==> config.mk <==
export PLATFORM = sky130hd
export DESIGN_NAME = dma_copy
export DESIGN_NICKNAME = d
export VERILOG_FILES = /design/src/rtl/dma_copy.sv
export SDC_FILE = /design/constraint.sdc
export NUM_CORES = 1
export LEC_CHECK = 0
export CAP_MARGIN = 20
export CORE_MARGIN = 2
export CORE_UTILIZATION = 42
export CTS_CLUSTER_SIZE = 25
export DETAILED_ROUTE_END_ITERATION = 8
export SLEW_MARGIN = 40
export SYNTH_ARGS = -nofsm -noshare
export SYNTH_HDL_FRONTEND = slang
export SYNTH_SLANG_ARGS = --single-unit
==> constraint.sdc <==
create_clock -name clk -period 8.25 [get_ports clk]
set_input_delay 1.2375 -clock clk [delete_from_list [all_inputs] [get_ports clk]]
set_output_delay 1.2375 -clock clk [all_outputs]
set_load 0.02 [all_outputs]
==> src/rtl/dma_copy.sv <==
// dma_copy: block-transfer engine driving a simple dual-port RAM.
//   COPY moves `length` words from src to dst through a one-word pipeline.
//   FILL writes `fill_val` to `length` words starting at dst.
//   RAM enables are combinational and gated by bus_grant.
// Ports:
//   clk, rst (async, active-low)
//   start, mode, src_addr, dst_addr, length, fill_val : transfer request
//   bus_grant : RAM ownership for this cycle
//   busy, done : status (done is a one-cycle pulse)
//   ram_r_addr/ram_r_en/ram_dout : registered read port
//   ram_w_addr/ram_w_en/ram_din  : write port
module dma_copy #(
  parameter int unsigned addr_width = 12,
  parameter int unsigned data_width = 8,
  parameter int unsigned len_width  = 13
) (
  input  logic                  clk,
  input  logic                  rst,
  input  logic                  start,
  input  logic                  mode,
  input  logic [addr_width-1:0] src_addr,
  input  logic [addr_width-1:0] dst_addr,
  input  logic [len_width-1:0]  length,
  input  logic [data_width-1:0] fill_val,
  input  logic                  bus_grant,
  output logic                  busy,
  output logic                  done,
  output logic [addr_width-1:0] ram_r_addr,
  output logic                  ram_r_en,
  input  logic [data_width-1:0] ram_dout,
  output logic [addr_width-1:0] ram_w_addr,
  output logic                  ram_w_en,
  output logic [data_width-1:0] ram_din
);

  typedef enum logic [1:0] {
    S_IDLE,
    S_RUN,
    S_FLUSH,
    S_DONE
  } state_e;

  state_e                state_q, state_d;
  logic                  mode_q, mode_d;
  logic [addr_width-1:0] src_q, src_d;
  logic [addr_width-1:0] dst_q, dst_d;
  logic [len_width-1:0]  len_q, len_d;
  logic [data_width-1:0] fill_q, fill_d;
  logic [len_width-1:0]  rd_cnt_q, rd_cnt_d;
  logic [len_width-1:0]  wr_cnt_q, wr_cnt_d;
  // rd_pend: a read was issued last cycle, so ram_dout carries a word now
  logic                  rd_pend_q, rd_pend_d;
  // hold: word parked while the bus was withdrawn
  logic                  hold_vld_q, hold_vld_d;
  logic [data_width-1:0] hold_q, hold_d;

  // State and datapath registers
  always_ff @(posedge clk or negedge rst) begin
    if (!rst) begin
      state_q    <= S_IDLE;
      mode_q     <= 1'b0;
      src_q      <= '0;
      dst_q      <= '0;
      len_q      <= '0;
      fill_q     <= '0;
      rd_cnt_q   <= '0;
      wr_cnt_q   <= '0;
      rd_pend_q  <= 1'b0;
      hold_vld_q <= 1'b0;
      hold_q     <= '0;
    end else begin
      state_q    <= state_d;
      mode_q     <= mode_d;
      src_q      <= src_d;
      dst_q      <= dst_d;
      len_q      <= len_d;
      fill_q     <= fill_d;
      rd_cnt_q   <= rd_cnt_d;
      wr_cnt_q   <= wr_cnt_d;
      rd_pend_q  <= rd_pend_d;
      hold_vld_q <= hold_vld_d;
      hold_q     <= hold_d;
    end
  end

  // Next-state and RAM port control
  always_comb begin
    state_d    = state_q;
    mode_d     = mode_q;
    src_d      = src_q;
    dst_d      = dst_q;
    len_d      = len_q;
    fill_d     = fill_q;
    rd_cnt_d   = rd_cnt_q;
    wr_cnt_d   = wr_cnt_q;
    rd_pend_d  = 1'b0;
    hold_vld_d = hold_vld_q;
    hold_d     = hold_q;
    ram_r_en   = 1'b0;
    ram_r_addr = '0;
    ram_w_en   = 1'b0;
    ram_w_addr = '0;
    ram_din    = '0;

    unique case (state_q)
      S_IDLE: begin
        if (start) begin
          mode_d     = mode;
          src_d      = src_addr;
          dst_d      = dst_addr;
          len_d      = length;
          fill_d     = fill_val;
          rd_cnt_d   = '0;
          wr_cnt_d   = '0;
          hold_vld_d = 1'b0;
          state_d    = (length == '0) ? S_DONE : S_RUN;
        end
      end

      S_RUN, S_FLUSH: begin
        if (mode_q) begin
          if (bus_grant) begin
            ram_w_en   = 1'b1;
            ram_w_addr = dst_q + addr_width'(wr_cnt_q);
            ram_din    = fill_q;
            wr_cnt_d   = wr_cnt_q + len_width'(1);
          end
          if (wr_cnt_d == len_q) state_d = S_DONE;
        end else begin
          if (bus_grant) begin
            if (hold_vld_q) begin
              // Drain the parked word; the read slot is given up this cycle
              ram_w_en   = 1'b1;
              ram_w_addr = dst_q + addr_width'(wr_cnt_q);
              ram_din    = hold_q;
              wr_cnt_d   = wr_cnt_q + len_width'(1);
              hold_vld_d = 1'b0;
            end else begin
              if (rd_pend_q) begin
                ram_w_en   = 1'b1;
                ram_w_addr = dst_q + addr_width'(wr_cnt_q);
                ram_din    = ram_dout;
                wr_cnt_d   = wr_cnt_q + len_width'(1);
              end
              if (rd_cnt_q < len_q) begin
                ram_r_en   = 1'b1;
                ram_r_addr = src_q + addr_width'(rd_cnt_q);
                rd_cnt_d   = rd_cnt_q + len_width'(1);
                rd_pend_d  = 1'b1;
              end
            end
          end else if (rd_pend_q) begin
            hold_d     = ram_dout;
            hold_vld_d = 1'b1;
          end
          if (state_q == S_RUN && rd_cnt_d == len_q) state_d = S_FLUSH;
          if (state_q == S_FLUSH && wr_cnt_d == len_q) state_d = S_DONE;
        end
      end

      S_DONE: state_d = S_IDLE;

      default: state_d = S_IDLE;
    endcase
  end

  assign busy = (state_q == S_RUN) || (state_q == S_FLUSH);
  assign done = (state_q == S_DONE);

endmodule

# Yosys cells after proc, flatten, opt, wreduce, memory -nomap -nowiden
# Cells that the tools add are included.
totals:
  out_inout_bits: 36
  word_cells: 100
  in_bits: 58
  reg_bits: 84
op_classes:
  n_addsub: 4
  bitwise_logic: 2
  mux: 58
  n_lt_le_gt_ge: 1
  reduce_logical: 13
  eq_ne: 11
ops:
  columns: ["op", "n"]
  rows:
  - ["2-to-1 mux 13 bit", 16]
  - ["2-to-1 mux 12 bit", 11]
  - ["case mux 13 bit (2 select lines)", 2]
  - ["2-to-1 mux 8 bit", 6]
  - ["equality test 13 bit", 3]
  - ["adder 13 x 1 -> 13 bit (second input constant)", 2]
  - ["adder 12 bit", 2]
  - ["2-to-1 mux 1 bit", 15]
  - ["logical NOT 13 bit", 1]
  - ["less-than comparator 13 bit", 1]
  - ["2-to-1 mux 2 bit", 6]
  - ["AND reduction 4 bit", 2]
  - ["!= test 3 bit (second input constant)", 2]
  - ["case mux 2 bit (3 select lines)", 1]
  - ["AND reduction 3 bit", 2]
  - ["equality test 2 bit (second input constant)", 2]
  - ["!= test 2 bit (second input constant)", 2]
  - ["!= test 4 bit (second input constant)", 1]
  - ["AND reduction 2 bit", 2]
  - ["equality test 2 x 1 -> 1 bit (second input constant)", 1]
  - ["logical AND 1 bit", 2]
  - ["logical NOT 2 bit", 1]
  - ["inverter 1 bit", 2]
  - ["case mux 1 bit (2 select lines)", 1]
  - ["3 further kinds", 3]

# Logic depth before layout (Yosys ltp)
depth:
  word_depth: 12
  depth_mapped: 13

# Least setup slack after synthesis
# Ideal clock, no wire load.
synth_timing:
  kind: "reg2out"
  from: "register rd_cnt_q[0]"
  to: "output port ram_r_addr[10]"
  path_slack_ns: 4.547
  n_path_buf: 0
  required_ns: 7.013
  arrival_ns: 2.466
  path_stages_with_launch: 12
  path_cell_list: "dfrtp_1 ha_1 fa_1 a21o_1 a21oi_1 o21bai_1 a21oi_1 o21bai_1 a21oi_1 o21ai_0 xnor2_1 nor2_1"
synth_via:
  elab_chain_len: 6
  elab_cells_between_ends: 7
synth_rtl:
  columns: ["item", "line", "text"]
  rows:
  - ["start: declaration", "49", "logic [len_width-1:0] rd_cnt_q, rd_cnt_d;"]
  - ["start signal: assignment", "78", "rd_cnt_q <= rd_cnt_d;"]
  - ["adder 12 bit or less-than comparator 13 bit (tied branches)", "147, 145", null]
  - ["2-to-1 mux 12 bit *", "145", "if (rd_cnt_q < len_q) begin"]
  - ["2-to-1 mux 12 bit *", "131", "if (hold_vld_q) begin"]
  - ["2-to-1 mux 12 bit *", "130", "if (bus_grant) begin"]
  - ["2-to-1 mux 12 bit *", "121", "if (mode_q) begin"]
  - ["2-to-1 mux 12 bit *", "105", "unique case (state_q)"]
  - ["end: declaration", "28", "output logic [addr_width-1:0] ram_r_addr,"]
# Every way passes the cells marked *; elsewhere a longest branch is shown, timed or not.

# Final worst setup path
layout_timing:
  from: "input port bus_grant"
  to: "output port ram_r_addr[6]"
layout_via:
  elab_chain_len: 3
layout_rtl:
  columns: ["item", "line", "text"]
  rows:
  - ["start: declaration", "25", "input logic bus_grant,"]
  - ["2-to-1 mux 12 bit", "130", null]
  - ["2-to-1 mux 12 bit", "121", null]
  - ["2-to-1 mux 12 bit", "105", null]
# Every way passes these cells.

==> results.py <==
metrics = {
    "layout": {
        "nNetsFinal": 875,
        "antennaDiodeCount": 0,
        "syn_to_final_growth_pct": 20.4,
        "drive_gt1_share_pct": 12.1,
        "fillerInstances": 1449,
        "multiInputGateArea_mm2": 0.00403,
        "regArea_mm2": 0.00210,
        "final_cell_area_mm2": 0.00775,
    },
    "clocking": {
        "clk_path_buf_depth": 2,
        "clock-sinks": 84,
        "htree_num_levels": 3,
        "worstSkewPairLatency_ps": 350,
        "cts_setup_buffers": 0,
        "ctsResizeCount": 0,
        "cts_tree": "yes",
        "path_clk_slew_ps": 70,
        "numCtsBuffers": 9,
        "cts_root_buf": "clkbuf_16",
        "hold_buffers": 0,
    },
    "timing": {
        "rsz0062_at_grt": "no",
        "fin_crit_sh_pct": 61.9,
        "setup-violations-final": 0,
        "whs_ps": 510,
        "tightest_slew_ps": 684,
        "finalHoldViolations": 0,
        "max_freq_mhz": 196,
        "finalSetupTns_ps": 0,
        "clock_skew_ps": 11.4,
        "drv_slew": 0,
        "min_period_ps": 5110,
        "setup_ws_ps": 3140,
        "relSlewSlack_pct": 54.0,
    },
    "synthesis": {
        "ys_seq_area_share_pct": 32.7,
        "yosys-top-cells-count": "dfrtp_1, nor2_1, mux2_2",
        "synth_flop_cell": "dfrtp_1",
        "synth_cell_types": 67,
        "async_flop_share_pct": 100,
        "yosys_warnings": 0,
        "yosys.area.top_type_share_pct": 32.7,
        "yosysTopAreaCell": "dfrtp_1",
        "syn_inst": 711,
        "synth-edff-count": 0,
        "synth_nets": 812,
        "ys_ff_latch": 84,
        "syn_area_per_cell_um2": 9.05,
        "ys_top_cells_by_area": "dfrtp_1, mux2_2, ha_1",
        "syn-cell-area_mm2": 0.00644,
        "yosysMostFrequentCell": "dfrtp_1",
    },
    "global_routing": {
        "grt_pass1_vias": 5529,
        "overflow": 0,
        "grt_max_degree": 50,
        "antenna_found_initial": 0,
        "grtUsageTotal_pct": 23.3,
        "grt_first_pass_wirelength_um": 29800,
    },
    "die": {
        "num_rows": 45,
        "core_area_mm2": 0.0151,
        "die_width_um": 128,
        "dieArea_mm2": 0.0163,
        "start_util_pct": 42.7,
        "boundaryPins": 94,
        "fp.dieH_um": 128,
    },
    "worst_setup_path": {
        "critPathRequiredTime_ps": 7010,
        "rr_startpoint": "len_q[10]",
        "crit_fanout": 22,
        "r2r_slack_ps": 4690,
        "crit_start": "bus_grant",
        "rr_endpoint": "state_q[1]",
        "cp-end-kind": "primary output",
        "critical_path_arrival_ps": 3870,
        "crit_path_end": "ram_r_addr[6]",
        "cp-start-kind": "input pin",
        "rr_worst_depth": 11,
        "worst-setup-path-type": "in -> out",
    },
    "place": {
        "post-dp-hpwl_um": 13700,
        "placed_area_mm2": 0.00744,
        "port_buffers": 93,
        "place_ws_ps": 3150,
        "place.gp.congestion": 0.916,
    },
    "pwr": {
        "leakage_nw": 3.27,
        "powerDensity_mw_per_mm2": 330,
        "ir_drop_uv": 195,
    },
    "run_status": {
        "status": "completed",
    },
    "min_path": {
        "hold_class": "reg -> reg",
    },
    "drt": {
        "viasPerCell": 5.80,
        "antenna_left": 0,
        "wl_per_cell_um": 19.0,
        "wl_um": 18400,
        "drc_errors": 0,
        "routed-via-count": 5610,
        "first_pass_iters": 5,
        "drt_iter0_drc": 409,
    },
    "run": {
        "drv_cap": 0,
    },
}
state kept, by name, summed over array words and instances (netlist names):
signal	count
dst_q	12
fill_q	8
hold_q	8
hold_vld_q	1
len_q	13
mode_q	1
rd_cnt_q	13
rd_pend_q	1
src_q	12
state_q	2
wr_cnt_q	13
worst min-delay path by stage:
| stage | from | to | slack (ps) | cells after the start |
|---|---|---|---|---|
| 2_1_floorplan | fill_q[0] | fill_q[0] | 480 | 1 |
| 3_3_place_gp | fill_q[3] | fill_q[3] | 490 | 1 |
| 3_5_place_dp | hold_q[7] | hold_q[7] | 500 | 1 |
| 4_1_cts | hold_q[7] | hold_q[7] | 510 | 1 |
| 5_1_grt | hold_q[2] | hold_q[2] | 530 | 1 |
| 6_report | fill_q[2] | fill_q[2] | 510 | 1 |
per-layer routing:
layer	wire length, um	part of all wire [%]	up-vias	track usage [%]
met1	8980	49	2736	33.2
met4	227	1.2	0	6.46
met2	8380	46	151	37.6
li1	-	-	2701	-
met3	818	4.4	22	2.67
met5	0	0	-	0
layout make-up:
type | count | share of cell area [%]
Multi-Input combinational cell | 553 | 51.9
Sequential cell | 84 | 27.1
Timing Repair Buffer | 99 | 12.6
Clock buffer | 10 | 3.08
Tap cell | 188 | 3.03
Inverter | 27 | 1.31
Clock inverter | 6 | 0.968
cell usage in the layout (no fill, tap or decap), types with 21 or more instances in the layout:
master           synthesis  final
a21oi_1                 44     44
clkdlybuf4s50_1          0     92
dfrtp_1                 84     83
ha_1                    41     41
inv_1                   27     27
mux2_2                  55     55
nand2_1                 43     42
nor2_1                  63     63
o21ai_0                 43     42
xnor2_1                 45     45
xor2_1                  21     21
critical path, stage by stage:
cell and delay (ps):
clkdlybuf4s50_1 450, buf_4 270, o2111a_1 370, and2_1 380
nand2_1 330, nor2_1 200, clkdlybuf4s50_1 620
metrics by stage:
step / cells / utilization [%] / power (mW)
after global routing: 967 / 51.4 / 2.75
after detailed placement: 951 / 49.3 / 2.12
after CTS: 967 / 51.4 / 2.57
after floorplan: 711 / - / 1.67
after global placement: 951 / 49.3 / 2.10
final: 967 / 51.4 / 2.56
where the power goes:
part	total [mW]	internal (mW)	switching (mW)	leakage (nW)
Sequential	0.754	0.562	0.192	1.05
Clock	0.435	0.248	0.186	0.152
Combinational	1.37	0.612	0.756	2.06
Total	2.56	1.42	1.13	3.27
cells by family after synthesis:
family | share of synthesized area (%)
simple gates | 15.4
compound gates | 19.2
flops | 32.7
buf+inv | 4.98
xor+xnor | 8.98
mux | 10.2
fa+ha+maj | 8.59
No activity file was read; power rests on OpenSTA's default activity.
